**src/rtl/pipeline_pkg.sv**
```systemverilog
// Shared definitions for the late-ALU issue/collect controller:
// opcodes, the result entry carried through the FIFO, and op legality.
package pipeline_pkg;

    localparam logic [5:0] OP_SRL = 6'b000010;
    localparam logic [5:0] OP_SRA = 6'b000011;

    // One returned result: destination, illegal-op flag and value.
    typedef struct packed {
        logic [4:0]  rd;
        logic        err;
        logic [31:0] data;
    } result_t;

    // Only the two shift functions are executed by the late ALU.
    function automatic logic is_legal_op(input logic [5:0] op);
        return (op == OP_SRL) || (op == OP_SRA);
    endfunction

endpackage

```
**src/rtl/pipeline_latealu_fifo.sv**
```systemverilog
// Circular result FIFO for the late-ALU controller.
// Push and pop may coincide; the head entry is always presented on 'head'.
module pipeline_latealu_fifo
    import pipeline_pkg::*;
#(
    parameter int DEPTH = 2,
    localparam int CNT_W = $clog2(DEPTH + 1)
) (
    input  logic             clk,
    input  logic             rst,
    input  logic             push,
    input  result_t          push_entry,
    input  logic             pop,
    output logic [CNT_W-1:0] count,
    output result_t          head
);

    localparam int PTR_W = (DEPTH > 1) ? $clog2(DEPTH) : 1;
    localparam logic [PTR_W-1:0] LAST_PTR = PTR_W'(DEPTH - 1);
    localparam logic [CNT_W-1:0] FULL_CNT = CNT_W'(DEPTH);

    result_t          mem [DEPTH];
    logic [PTR_W-1:0] head_ptr;
    logic [PTR_W-1:0] tail_ptr;
    logic             do_push;
    logic             do_pop;

    function automatic logic [PTR_W-1:0] next_ptr(input logic [PTR_W-1:0] p);
        return (p == LAST_PTR) ? '0 : p + 1'b1;
    endfunction

    // Qualify requests so an empty pop or a full push never corrupts state.
    always_comb begin
        do_pop  = pop && (count != '0);
        do_push = push && ((count != FULL_CNT) || do_pop);
        head    = mem[head_ptr];
    end

    // Storage write; contents need no reset because count gates visibility.
    always_ff @(posedge clk) begin
        if (rst && do_push) begin
            mem[tail_ptr] <= push_entry;
        end
    end

    // Pointer and occupancy bookkeeping with synchronous active-low reset.
    always_ff @(posedge clk) begin
        if (!rst) begin
            head_ptr <= '0;
            tail_ptr <= '0;
            count    <= '0;
        end else begin
            if (do_push) begin
                tail_ptr <= next_ptr(tail_ptr);
            end
            if (do_pop) begin
                head_ptr <= next_ptr(head_ptr);
            end
            case ({do_push, do_pop})
                2'b10:   count <= count + 1'b1;
                2'b01:   count <= count - 1'b1;
                default: count <= count;
            endcase
        end
    end

endmodule

```
**src/rtl/pipeline_latealu_ctrl.sv**
```systemverilog
// Issue/collect controller for the late-ALU shift unit. Requests are issued
// straight to the ALU, the registered ALU result is captured one cycle later
// and returned to writeback either by bypass or through the result FIFO.
module pipeline_latealu_ctrl
    import pipeline_pkg::*;
#(
    parameter int DEPTH = 2
) (
    input  logic        clk,
    input  logic        rst,
    input  logic        req_valid,
    output logic        req_ready,
    input  logic [5:0]  req_op,
    input  logic [31:0] req_a0,
    input  logic [31:0] req_a1,
    input  logic [4:0]  req_rd,
    output logic [5:0]  alu_op,
    output logic [31:0] alu_a0,
    output logic [31:0] alu_a1,
    input  logic [31:0] alu_result,
    output logic        wb_valid,
    input  logic        wb_ready,
    output logic [4:0]  wb_rd,
    output logic [31:0] wb_data,
    output logic        wb_err,
    output logic [31:0] pending
);

    localparam int CNT_W = $clog2(DEPTH + 1);
    localparam logic [CNT_W:0] DEPTH_LIMIT = (CNT_W + 1)'(DEPTH);

    logic [CNT_W-1:0] count;
    logic [CNT_W:0]   occupancy;
    result_t          head;
    result_t          resolved;
    result_t          wb_entry;
    logic             inflight;
    logic [4:0]       if_rd;
    logic             if_err;
    logic [31:0]      pending_q;
    logic [31:0]      pending_next;
    logic             legal;
    logic             acc;
    logic             fifo_empty;
    logic             bypass_take;
    logic             push;
    logic             pop;
    logic             wb_hs;

    // Admission: room for one more result and no outstanding write to req_rd.
    always_comb begin
        legal     = is_legal_op(req_op);
        occupancy = {1'b0, count} + {{CNT_W{1'b0}}, inflight};
        req_ready = rst && (occupancy < DEPTH_LIMIT)
                    && ((req_rd == 5'd0) || !pending_q[req_rd]);
        acc       = req_valid && req_ready;
        alu_op    = (acc && legal) ? req_op : 6'd0;
        alu_a0    = (acc && legal) ? req_a0 : 32'd0;
        alu_a1    = (acc && legal) ? req_a1 : 32'd0;
    end

    // Writeback selection: FIFO head first, else bypass the resolving slot.
    always_comb begin
        fifo_empty    = (count == '0);
        resolved.rd   = if_rd;
        resolved.err  = if_err;
        resolved.data = if_err ? 32'd0 : alu_result;
        wb_entry      = '0;
        wb_valid      = 1'b0;
        if (rst) begin
            if (!fifo_empty) begin
                wb_valid = 1'b1;
                wb_entry = head;
            end else if (inflight) begin
                wb_valid = 1'b1;
                wb_entry = resolved;
            end
        end
        wb_rd       = wb_entry.rd;
        wb_data     = wb_entry.data;
        wb_err      = wb_entry.err;
        wb_hs       = wb_valid && wb_ready;
        bypass_take = rst && fifo_empty && inflight && wb_ready;
        push        = rst && inflight && !bypass_take;
        pop         = rst && !fifo_empty && wb_ready;
    end

    // Pending mask: set on accept, clear on retire; r0 is never tracked.
    always_comb begin
        pending_next = pending_q;
        if (wb_hs) begin
            pending_next[wb_rd] = 1'b0;
        end
        if (acc && (req_rd != 5'd0)) begin
            pending_next[req_rd] = 1'b1;
        end
        pending_next[0] = 1'b0;
        pending         = pending_q;
    end

    // In-flight slot and pending register, both cleared by reset.
    always_ff @(posedge clk) begin
        if (!rst) begin
            inflight  <= 1'b0;
            if_rd     <= 5'd0;
            if_err    <= 1'b0;
            pending_q <= 32'd0;
        end else begin
            inflight  <= acc;
            pending_q <= pending_next;
            if (acc) begin
                if_rd  <= req_rd;
                if_err <= !legal;
            end
        end
    end

    pipeline_latealu_fifo #(
        .DEPTH (DEPTH)
    ) u_fifo (
        .clk        (clk),
        .rst        (rst),
        .push       (push),
        .push_entry (resolved),
        .pop        (pop),
        .count      (count),
        .head       (head)
    );

endmodule

```
**config.mk**
```make
export PLATFORM = sky130hd
export DESIGN_NAME = pipeline_latealu_ctrl
export DESIGN_NICKNAME = d
export VERILOG_FILES = /design/src/rtl/pipeline_pkg.sv /design/src/rtl/pipeline_latealu_fifo.sv /design/src/rtl/pipeline_latealu_ctrl.sv
export SDC_FILE = /design/constraint.sdc
export NUM_CORES = 1
export LEC_CHECK = 0
export ABC_AREA = 1
export BUFFER_PORTS_ARGS = -buffer_cell sky130_fd_sc_hd__buf_4
export CORE_MARGIN = 8
export CORE_UTILIZATION = 30
export DETAILED_ROUTE_END_ITERATION = 16
export GPL_TIMING_DRIVEN = 0
export HOLD_SLACK_MARGIN = 0.1
export SYNTH_ARGS = -nofsm -noshare
export SYNTH_HDL_FRONTEND = slang
export SYNTH_SLANG_ARGS = --single-unit
```
**constraint.sdc**
```tcl
create_clock -name clk -period 4.1 [get_ports clk]
set_input_delay 0.205 -clock clk [delete_from_list [all_inputs] [get_ports clk]]
set_output_delay 0.205 -clock clk [all_outputs]
set_load 0.05 [all_outputs]
```
==> results of run 1 <==
cell type report:
class	count	area, um2
inverter	136	514
tap	270	338
clock buffer	17	425
sequential	119	3140
fill	2018	11000
clock inverter	15	180
timing repair buffer	274	2150
multi-input combinational	508	2330
buffer	46	248
placed cells by master (no fill, tap or decap):
cell type | netlist | routed
inv_4 | 1 | 1
clkinv_4 | 0 | 1
or2_2 | 5 | 5
clkinvlp_4 | 0 | 1
nand4_1 | 31 | 31
dfxtp_1 | 43 | 43
nor3_1 | 9 | 9
buf_1 | 4 | 4
clkinv_2 | 1 | 1
a31oi_1 | 1 | 1
nand3_1 | 8 | 8
buf_12 | 0 | 2
clkbuf_16 | 0 | 17
o32ai_1 | 31 | 31
conb_1 | 1 | 5
or3_1 | 1 | 1
buf_4 | 5 | 251
clkinv_8 | 0 | 5
o21ai_0 | 42 | 42
a21oi_1 | 35 | 35
edfxtp_1 | 76 | 76
o211ai_1 | 5 | 5
nor2_4 | 1 | 3
buf_6 | 7 | 7
nand2_2 | 1 | 1
o21ai_1 | 5 | 5
nor2_1 | 191 | 189
clkbuf_1 | 27 | 27
buf_2 | 3 | 3
inv_6 | 0 | 3
inv_1 | 133 | 133
xor2_1 | 2 | 2
inv_8 | 0 | 5
dlygate4sd3_1 | 0 | 26
nand2_1 | 135 | 135
inv_2 | 1 | 1
sequential cells by signal, summed over array words and instances, names as in the netlist, named ones only:
register,cells
pending,31
u_fifo.head_ptr,1
if_rd,5
if_err,1
u_fifo.count,2
u_fifo.tail_ptr,1
inflight,1
u_fifo.mem,76
critical path, delay by kind of cell:
family	cells	cell delay, ns
buffers and inverters	6	1.39
and+or+nand+nor	9	1.16
metrics by stage:
stage | instances | TNS (ns) | power, mW | setup WS, ns
2_1_floorplan | 809 | 0 | 1.58 | 0.860
3_3_place_gp | 1325 | -34.89 | 1.76 | -0.464
3_5_place_dp | 1327 | 0 | 1.77 | 1.37
4_1_cts | 1385 | 0 | 3.28 | 1.10
5_1_grt | 1385 | 0 | 3.37 | 0.850
6_report | 1385 | 0 | 3.25 | 1.13
power breakdown:
part           switching, mW  leakage [nW]  internal (mW)  total (mW)
Clock                  0.661         0.292          0.823        1.48
Combinational          0.287          3.12          0.168       0.455
Sequential           0.00967          1.04           1.30        1.31
Total                  0.958          4.46           2.29        3.25
layer usage:
metal | part of all wire (%) | vias to the layer above | GRT usage, %
met3 | 7.6 | 18 | 5.12
met4 | 1.1 | 0 | 4.29
met5 | 0 | - | 0
met1 | 43 | 2850 | 19.7
li1 | - | 3207 | -
met2 | 49 | 231 | 27.7
what timing repair did:
action	4_1_cts	5_1_grt
setup buffers	0	0
setup endpoints to repair	0	0
hold endpoints to repair	49	0
hold buffers	26	0
worst paths after layout:
| path | from | endpoint | depth (start not counted) |
|---|---|---|---|
| setup / recovery | req_rd[4] | alu_a0[22] | 15 |
| hold / removal | alu_result[5] | u_fifo.mem[1][5]$_DFFE_PP_ | 3 |
| setup reg to reg | u_fifo.count[1]$_SDFFE_PN0P_ | pending[3]$_SDFF_PN0_ | 9 |
| hold reg to reg | if_rd[4]$_SDFFE_PN0N_ | u_fifo.mem[1][37]$_DFFE_PP_ | 0 |
cell families after synthesis:
| family | after synthesis | share of synthesized area, % |
|---|---|---|
| AO/OA/AOI/OAI | 119 | 11.7 |
| AND/OR/NAND/NOR | 382 | 25.1 |
| XOR/XNOR | 2 | 0.282 |
| buffers and inverters | 182 | 12.3 |
| flip-flops | 119 | 50.6 |
| other | 1 | 0.0604 |
==> flow_metrics.tcl, run 1 <==
set metrics [dict create \
    status "finished, final reports clean" \
    cts_resized 0 \
    yosys_warnings 0 \
    cts_tree "yes" \
    worst_pin_slew_ns 0.753 \
    drtIter0Drc 445 \
    holdWs_ns 0.111 \
    io_pins 253 \
    grt_overflow 0 \
    synth_top_area_cell "edfxtp_1" \
    yosysSeqAreaShare_pct 50.6 \
    core_area_um2 20300 \
    worstSetupEndpointType "output port" \
    rows 52 \
    area_growth_pct 50.3 \
    postSynthAreaPerCell_um2 7.71 \
    clkSlewWorstSetupHoldPaths_ns 0.06 \
    fp.dieW_um 160 \
    num_antenna_cells 0 \
    cp-start-kind "input port" \
    synth_cells 805 \
    worstPathCellList "dlygate4sd3_1, buf_4, nor3_1, nand2_1, nand2_1, nor2_1, nand2_1, nor2_4, nand2_2, clkinv_2, nand2_1, buf_6, buf_6, nor2_1, buf_4" \
    crit_fanout 10 \
    fin_worst_skew_ns 0.0140 \
    htree_levels 4 \
    slew_viol_final 0 \
    max_cap_violations 0 \
    synth_edf_count 76 \
    final_area_um2 9330 \
    root_buffer "clkbuf_16" \
    design.die.area_um2 25600 \
    placed_area_um2 8460 \
    synth.top_cells.by_area "edfxtp_1, dfxtp_1, nor2_1" \
    first_global_vias 6200 \
    crit_top_cell "nand2_1" \
    final_nets 1213 \
    r2r_slack_ns 1.34 \
    synth_cell_type_count 28 \
    p_per_area_nw_per_um2 348 \
    cts_buffers 17 \
    async_flop_share_pct 0 \
    num_vias 6306 \
    criticalPathCategory "input port to output port" \
    worstPathArrival_ns 2.77 \
    period_share_pct 72.5 \
    final_util_pct 46.0 \
    ys_ff_latch 119 \
    cp_slowest_cell "dlygate4sd3_1" \
    setup_viol 0 \
    grtUsageTotal_pct 16.3 \
    antenna_found_initial 0 \
    hp-class "input port to register" \
    synth_common_cells "nor2_1, nand2_1, inv_1" \
    synth_most_common_cell "nor2_1" \
    die-height_um 160 \
    wl_per_cell_um 15.5 \
    first_pass_iters 5 \
    ys.flop_type "edfxtp_1" \
    hold_viol 0 \
    min_period_ns 2.97 \
    grt_max_degree 30 \
    p_leak_nw 4.46 \
    drt_wl_total_mm 21.4 \
    yosysTopAreaCellShare_pct 36.8 \
    ctsLongestPathBuffers 2 \
    viasPerCell 4.55 \
    fmax_mhz 337 \
    required_ns 3.89 \
    peakVddDrop_mv 0.293 \
    port_buffers 246 \
    initial_utilization_pct 30.6 \
    hpwl_mm 15.7 \
    drive_gt1_share_pct 27.5 \
    cpPeakStageDelay_ns 0.55 \
    clkLatencyLatePin_ns 0.43 \
    clock_sinks 119 \
    rsz0062_at_grt "no" \
    place_congestion 0.888 \
    ant_nets 0 \
    slew_headroom_pct 49.5 \
    drc 0 \
    synth_area_um2 6210 \
    grt_first_pass_wirelength_mm 33.3 \
]
No activity file was read; power rests on OpenSTA's default activity.
==> run 2, diff against run 1 <==
--- a/config.mk
+++ b/config.mk
@@ -5,7 +5,7 @@
 export SDC_FILE = /design/constraint.sdc
 export NUM_CORES = 1
 export LEC_CHECK = 0
-export ABC_AREA = 1
+export ABC_AREA = 0
 export BUFFER_PORTS_ARGS = -buffer_cell sky130_fd_sc_hd__buf_4
 export CORE_MARGIN = 8
 export CORE_UTILIZATION = 30
==> constraint.sdc (replaced) <==
create_clock -name clk -period 2.8 [get_ports clk]
set_input_delay 0.14 -clock clk [delete_from_list [all_inputs] [get_ports clk]]
set_output_delay 0.14 -clock clk [all_outputs]
set_load 0.05 [all_outputs]
==> flow_metrics.tcl, run 2 <==
set metrics [dict create \
    synth_cells 562 \
    synth_most_common_cell "edfxtp_1" \
    final_cell_mix "buf_4, edfxtp_1, buf_8" \
    core_area_um2 19500 \
    fmax_mhz 341 \
    area_growth_pct 64.6 \
    yosys_warnings 0 \
    wl_met1_mm 8.14 \
    drt_wl_total_mm 22.0 \
    min_period_ns 2.93 \
    yosysSeqAreaShare_pct 52.4 \
    violations "negative setup slack" \
    dr_wl_met2_mm 11.0 \
    slew_viol_final 0 \
    cts_tree "yes" \
    ys.flop_type "edfxtp_1" \
    placed_area_um2 8280 \
    p_leak_nw 3.97 \
    crit_fanout 7 \
    initial_utilization_pct 30.7 \
    r2r_slack_ns 0.16 \
    place_congestion 0.838 \
    async_flop_share_pct 0 \
    root_buffer "clkbuf_16" \
    largest_reg_flops 76 \
    wl_met3_mm 2.43 \
    drtIter0Drc 324 \
    fin_worst_skew_ns 0.00925 \
    num_vias 5521 \
    viasPerCell 4.88 \
    p_total_mw 4.63 \
    setup_viol 66 \
    register_area_um2 3150 \
    hold_viol 0 \
    synth.top_cells.by_area "edfxtp_1, dfxtp_1, mux2i_1" \
    max_cap_violations 0 \
    die-height_um 157 \
    final_nets 964 \
    rows 51 \
    cp-start-kind "register" \
    hp-class "input port to register" \
    synth_edf_count 76 \
    final_common_cell "buf_4" \
    synth_top_area_cell "edfxtp_1" \
    multiInputGateArea_um2 2790 \
    final_area_um2 9870 \
    setup_ws_ns -0.128 \
    htree_levels 4 \
    synth_cell_type_count 47 \
    slew_headroom_pct 57.8 \
    port_buffers 244 \
    final_util_pct 50.6 \
    clkSlewWorstSetupHoldPaths_ns 0.06 \
    grtUsageTotal_pct 17.7 \
    fp.dieW_um 157 \
    top_layer "met4" \
    required_ns 2.66 \
    ys_ff_latch 119 \
    yosysTopAreaCellShare_pct 38.0 \
    synth_common_cells "edfxtp_1, and2_1, nand2_1" \
    drive_gt1_share_pct 47.8 \
    clock_sinks 119 \
    worstPathArrival_ns 2.79 \
    cts_buffers 17 \
    worstSetupEndpointType "output port" \
    peakVddDrop_mv 0.419 \
    status "finished with violations" \
    hpwl_mm 16.2 \
    antenna_found_initial 0 \
    dp_cells 1077 \
    first_global_vias 5835 \
    synth_area_um2 6000 \
    rsz0062_at_grt "yes" \
    drc 0 \
    worst_pin_slew_ns 0.633 \
    criticalPathCategory "register to output port" \
    io_pins 253 \
    period_share_pct 105 \
    ant_nets 0 \
    nFillCells 1792 \
    layoutNonFillerInstCount 1131 \
    postSynthAreaPerCell_um2 10.7 \
    design.die.area_um2 24800 \
    wl_per_cell_um 19.5 \
    clkLatencyLatePin_ns 0.41 \
    p_per_area_nw_per_um2 469 \
    regMostFlops "u_fifo.mem" \
    ctsLongestPathBuffers 2 \
    first_pass_iters 5 \
    num_antenna_cells 0 \
    grt_max_degree 29 \
    grt_first_pass_wirelength_mm 33.4 \
    grt_overflow 0 \
]
==> run 2: changes by cell type after synthesis, sizes merged, moves of 26 or more <==
cell,change
nor2,-172
inv,-124
nand2,-88
and2,+66
mux2i,+44
nor2b,+37
o32ai,-31
a21oi,-29
o31ai,+29
nand4,-26
o211ai,+26
==> run 2: final cells by class <==
type | instances | area share (%)
sequential | 119 | 31.9
multi-input combinational | 387 | 28.2
timing repair buffer | 269 | 27.1
clock buffer | 18 | 4.56
tap | 265 | 3.36
buffer | 48 | 3.13
clock inverter | 14 | 1.23
inverter | 11 | 0.494
==> run 2: worst paths after layout <==
path,from,end,depth (start not counted)
worst min-delay path,alu_result[25],u_fifo.mem[0][25]$_DFFE_PP_,2
worst max register to register,pending[27]$_SDFF_PN0_,pending[10]$_SDFF_PN0_,11
worst max-delay path,pending[27]$_SDFF_PN0_,alu_a1[5],10
worst min register to register,if_rd[1]$_SDFFE_PN0N_,u_fifo.mem[1][34]$_DFFE_PP_,0
==> run 2: repair_timing <==
action                                  4_1_cts  5_1_grt
buffers inserted                             13        5
endpoints found under the hold margin         5        0
hold buffers                                  1        0
pin swaps                                    65        4
endpoints found under the setup margin      113       97
cloned                                        7        0
gates resized for setup                     240       16
==> run 2: kinds of logic (layout without fill, tap and decap cells) <==
| group | Yosys count | in the layout | synth area share [%] |
|---|---|---|---|
| xor+xnor | 4 | 4 | 0.584 |
| flops | 119 | 119 | 52.4 |
| compound gates | 125 | 125 | 14.2 |
| other cells | 1 | 5 | 0.0625 |
| buf+inv | 60 | 360 | 4.76 |
| simple gates | 204 | 204 | 18.8 |
| mux | 49 | 49 | 9.22 |
==> run 2: critical path, stage by stage (launching register included) <==
cell and delay (ns):
dfxtp_2 0.33, mux4_2 0.48, a32o_2 0.30, a2111oi_4 0.27
nand4_4 0.15, nor3_4 0.17, buf_12 0.16, buf_8 0.13
buf_6 0.11, and2_4 0.14, buf_8 0.14
==> run 2: power breakdown <==
group          switching, mW  total, mW  internal, mW
Clock                  0.811       2.08          1.27
Combinational          0.376      0.625         0.249
Sequential            0.0201       1.92          1.90
Total                   1.21       4.63          3.43
==> run 2: per-layer routing <==
metal	GRT usage, %	vias to the layer above
met5	0	-
met3	7.21	34
met1	19.3	2600
met2	30.3	279
li1	-	2608
met4	6.84	0
==> run 2: through the flow <==
stage                     setup WS (ns)  hold slack, ns  TNS (ns)
after global placement            -1.61           0.458   -127.32
after floorplan                  -0.447           0.304    -33.98
after global routing             -0.220           0.128    -12.07
after CTS                        -0.174           0.105     -8.55
final                            -0.128           0.124     -6.62
after detailed placement         -0.206           0.463     -4.38
==> run 3, diff against run 2 <==
==> constraint.sdc (replaced) <==
create_clock -name clk -period 3.5 [get_ports clk]
set_input_delay 0.175 -clock clk [delete_from_list [all_inputs] [get_ports clk]]
set_output_delay 0.175 -clock clk [all_outputs]
set_load 0.05 [all_outputs]
==> flow_metrics.tcl, run 3 (same netlist as run 2, synthesis figures left out) <==
set metrics [dict create \
    crit_fanout 10 \
    place_congestion 0.882 \
    final_nets 943 \
    hold_path_depth 2 \
    pwr-share-clk_pct 45.5 \
    p_per_area_nw_per_um2 420 \
    root_buffer "clkbuf_16" \
    holdCritStartpoint "alu_result[1]" \
    die-height_um 157 \
    antenna_found_initial 0 \
    initial_utilization_pct 30.7 \
    crit_start "pending[27]$_SDFF_PN0_" \
    reg2reg_to "pending[2]$_SDFF_PN0_" \
    num_vias 5375 \
    num_antenna_cells 0 \
    ctsLongestPathBuffers 2 \
    period_share_pct 94.9 \
    grt_overflow 0 \
    cts_resized 0 \
    placed_area_um2 8240 \
    whs_endpoint "u_fifo.mem[1][1]$_DFFE_PP_" \
    cpLargestDelayFamily "compound AO/OA/AOI/OAI gates" \
    cts_tree "yes" \
    drt_wl_total_mm 21.2 \
    p_int_mw 2.75 \
    max_cap_violations 0 \
    peakVddDrop_mv 0.421 \
    htree_levels 4 \
    worstPathArrival_ns 3.15 \
    fin_worst_skew_ns 0.0136 \
    min_period_ns 3.32 \
    p_total_mw 3.71 \
    drc 0 \
    first_global_vias 5526 \
    p_seq_share_pct 41.5 \
    design.die.area_um2 24800 \
    status "finished, final reports clean" \
    p_leak_nw 3.57 \
    rows 51 \
    final_util_pct 45.2 \
    area_growth_pct 47.2 \
    final_cell_mix "buf_4, edfxtp_1, and2_1" \
    port_buffers 244 \
    postCtsSetupRepairBufs 0 \
    grtUsageTotal_pct 16.9 \
    grt_first_pass_wirelength_mm 31.7 \
    final_area_um2 8830 \
    ant_nets 0 \
    r2r_slack_ns 0.62 \
    critPathBufInv 3 \
    drive_gt1_share_pct 36.4 \
    cpPeakStageDelay_ns 0.46 \
    first_pass_iters 5 \
    cp_slowest_cell "mux4_2" \
    r2r_cells 7 \
    setup_viol 0 \
    regMostFlops "u_fifo.mem" \
    hp-class "input port to register" \
    largest_reg_flops 76 \
    crit_top_cell "buf_4" \
    worst_pin_slew_ns 0.791 \
    switching_share_pct 25.7 \
    worstPathCellList "mux4_2, a32o_1, a2111oi_4, nand4_4, nor3_4, buf_4, buf_4, and2_1, buf_4" \
    grt_max_degree 31 \
    p_sw_mw 0.953 \
    cts_buffers 17 \
    hold_viol 0 \
    core_area_um2 19500 \
    viasPerCell 4.84 \
    required_ns 3.32 \
    rsz0062_at_grt "no" \
    fp.dieW_um 157 \
    clkSlewWorstSetupHoldPaths_ns 0.06 \
    criticalPathCategory "register to output port" \
    io_pins 253 \
    final_common_cell "buf_4" \
    clkLatencyLatePin_ns 0.42 \
    cp-start-kind "register" \
    drtIter0Drc 255 \
    pwr-share-comb_pct 13.0 \
    cp.depth 9 \
    slew_viol_final 0 \
    fmax_mhz 301 \
    wl_per_cell_um 19.1 \
    slew_headroom_pct 47.3 \
    worstSetupEndpointType "output port" \
    clock_sinks 119 \
    hpwl_mm 16.3 \
    timing.rr.start "u_fifo.count[1]$_SDFFE_PN0P_" \
]
run 3: cell types whose count changed in the layout (fill, tap and decap cells not counted), moves of 9 or more:
| cell | change |
|---|---|
| buf_8 | -70 |
| and2_1 | +65 |
| buf_4 | +61 |
| buf_12 | -10 |
| and2_4 | -65 |
| clkbuf_1 | +9 |
run 3: what timing repair did:
item / CTS / global route
hold buffers: 1 / 0
endpoints found under the hold margin: 4 / 0
setup endpoints to repair: 0 / 7
run 3: worst max path at each step:
stage and end:
2_1_floorplan u_fifo.mem[0][0]$_DFFE_PP_, 3_3_place_gp u_fifo.mem[1][10]$_DFFE_PP_, 3_5_place_dp alu_a0[28], 4_1_cts alu_a0[28], 5_1_grt alu_a0[28], 6_report alu_a0[28]
run 3: per-layer routing:
layer	wire length, um	GRT usage, %
met1	8390	19.1
met2	10800	29.5
met3	1930	6.42
met4	126	3.99
met5	0	0
run 3: area by class of cell:
| cell class | instances | area, um2 |
|---|---|---|
| multi-input combinational | 387 | 2600 |
| tap | 265 | 332 |
| sequential | 119 | 3140 |
| fill | 1893 | 10700 |
| clock buffer | 19 | 464 |
| buffer | 49 | 244 |
| timing repair buffer | 247 | 1890 |
| clock inverter | 13 | 115 |
| inverter | 11 | 41.3 |
run 3: power groups by stage:
stage          logic, mW  registers [mW]  clock network (mW)
5_1_grt            0.515            1.54                1.78
2_1_floorplan      0.268            1.57                   0
6_report           0.480            1.54                1.69
3_5_place_dp       0.482            1.57                   0
4_1_cts            0.484            1.54                1.71
3_3_place_gp       0.475            1.57                   0
run 3: through the flow:
| stage | setup WS (ns) | TNS (ns) | instances | hold WS [ns] |
|---|---|---|---|---|
| floorplan | 0.253 | 0 | 566 | 0.339 |
| global placement | -0.886 | -67.14 | 1075 | 0.460 |
| detailed placement | 0.456 | 0 | 1077 | 0.472 |
| CTS | 0.0285 | 0 | 1110 | 0.148 |
| global route | 0.0128 | 0 | 1110 | 0.164 |
| finish | 0.179 | 0 | 1110 | 0.158 |
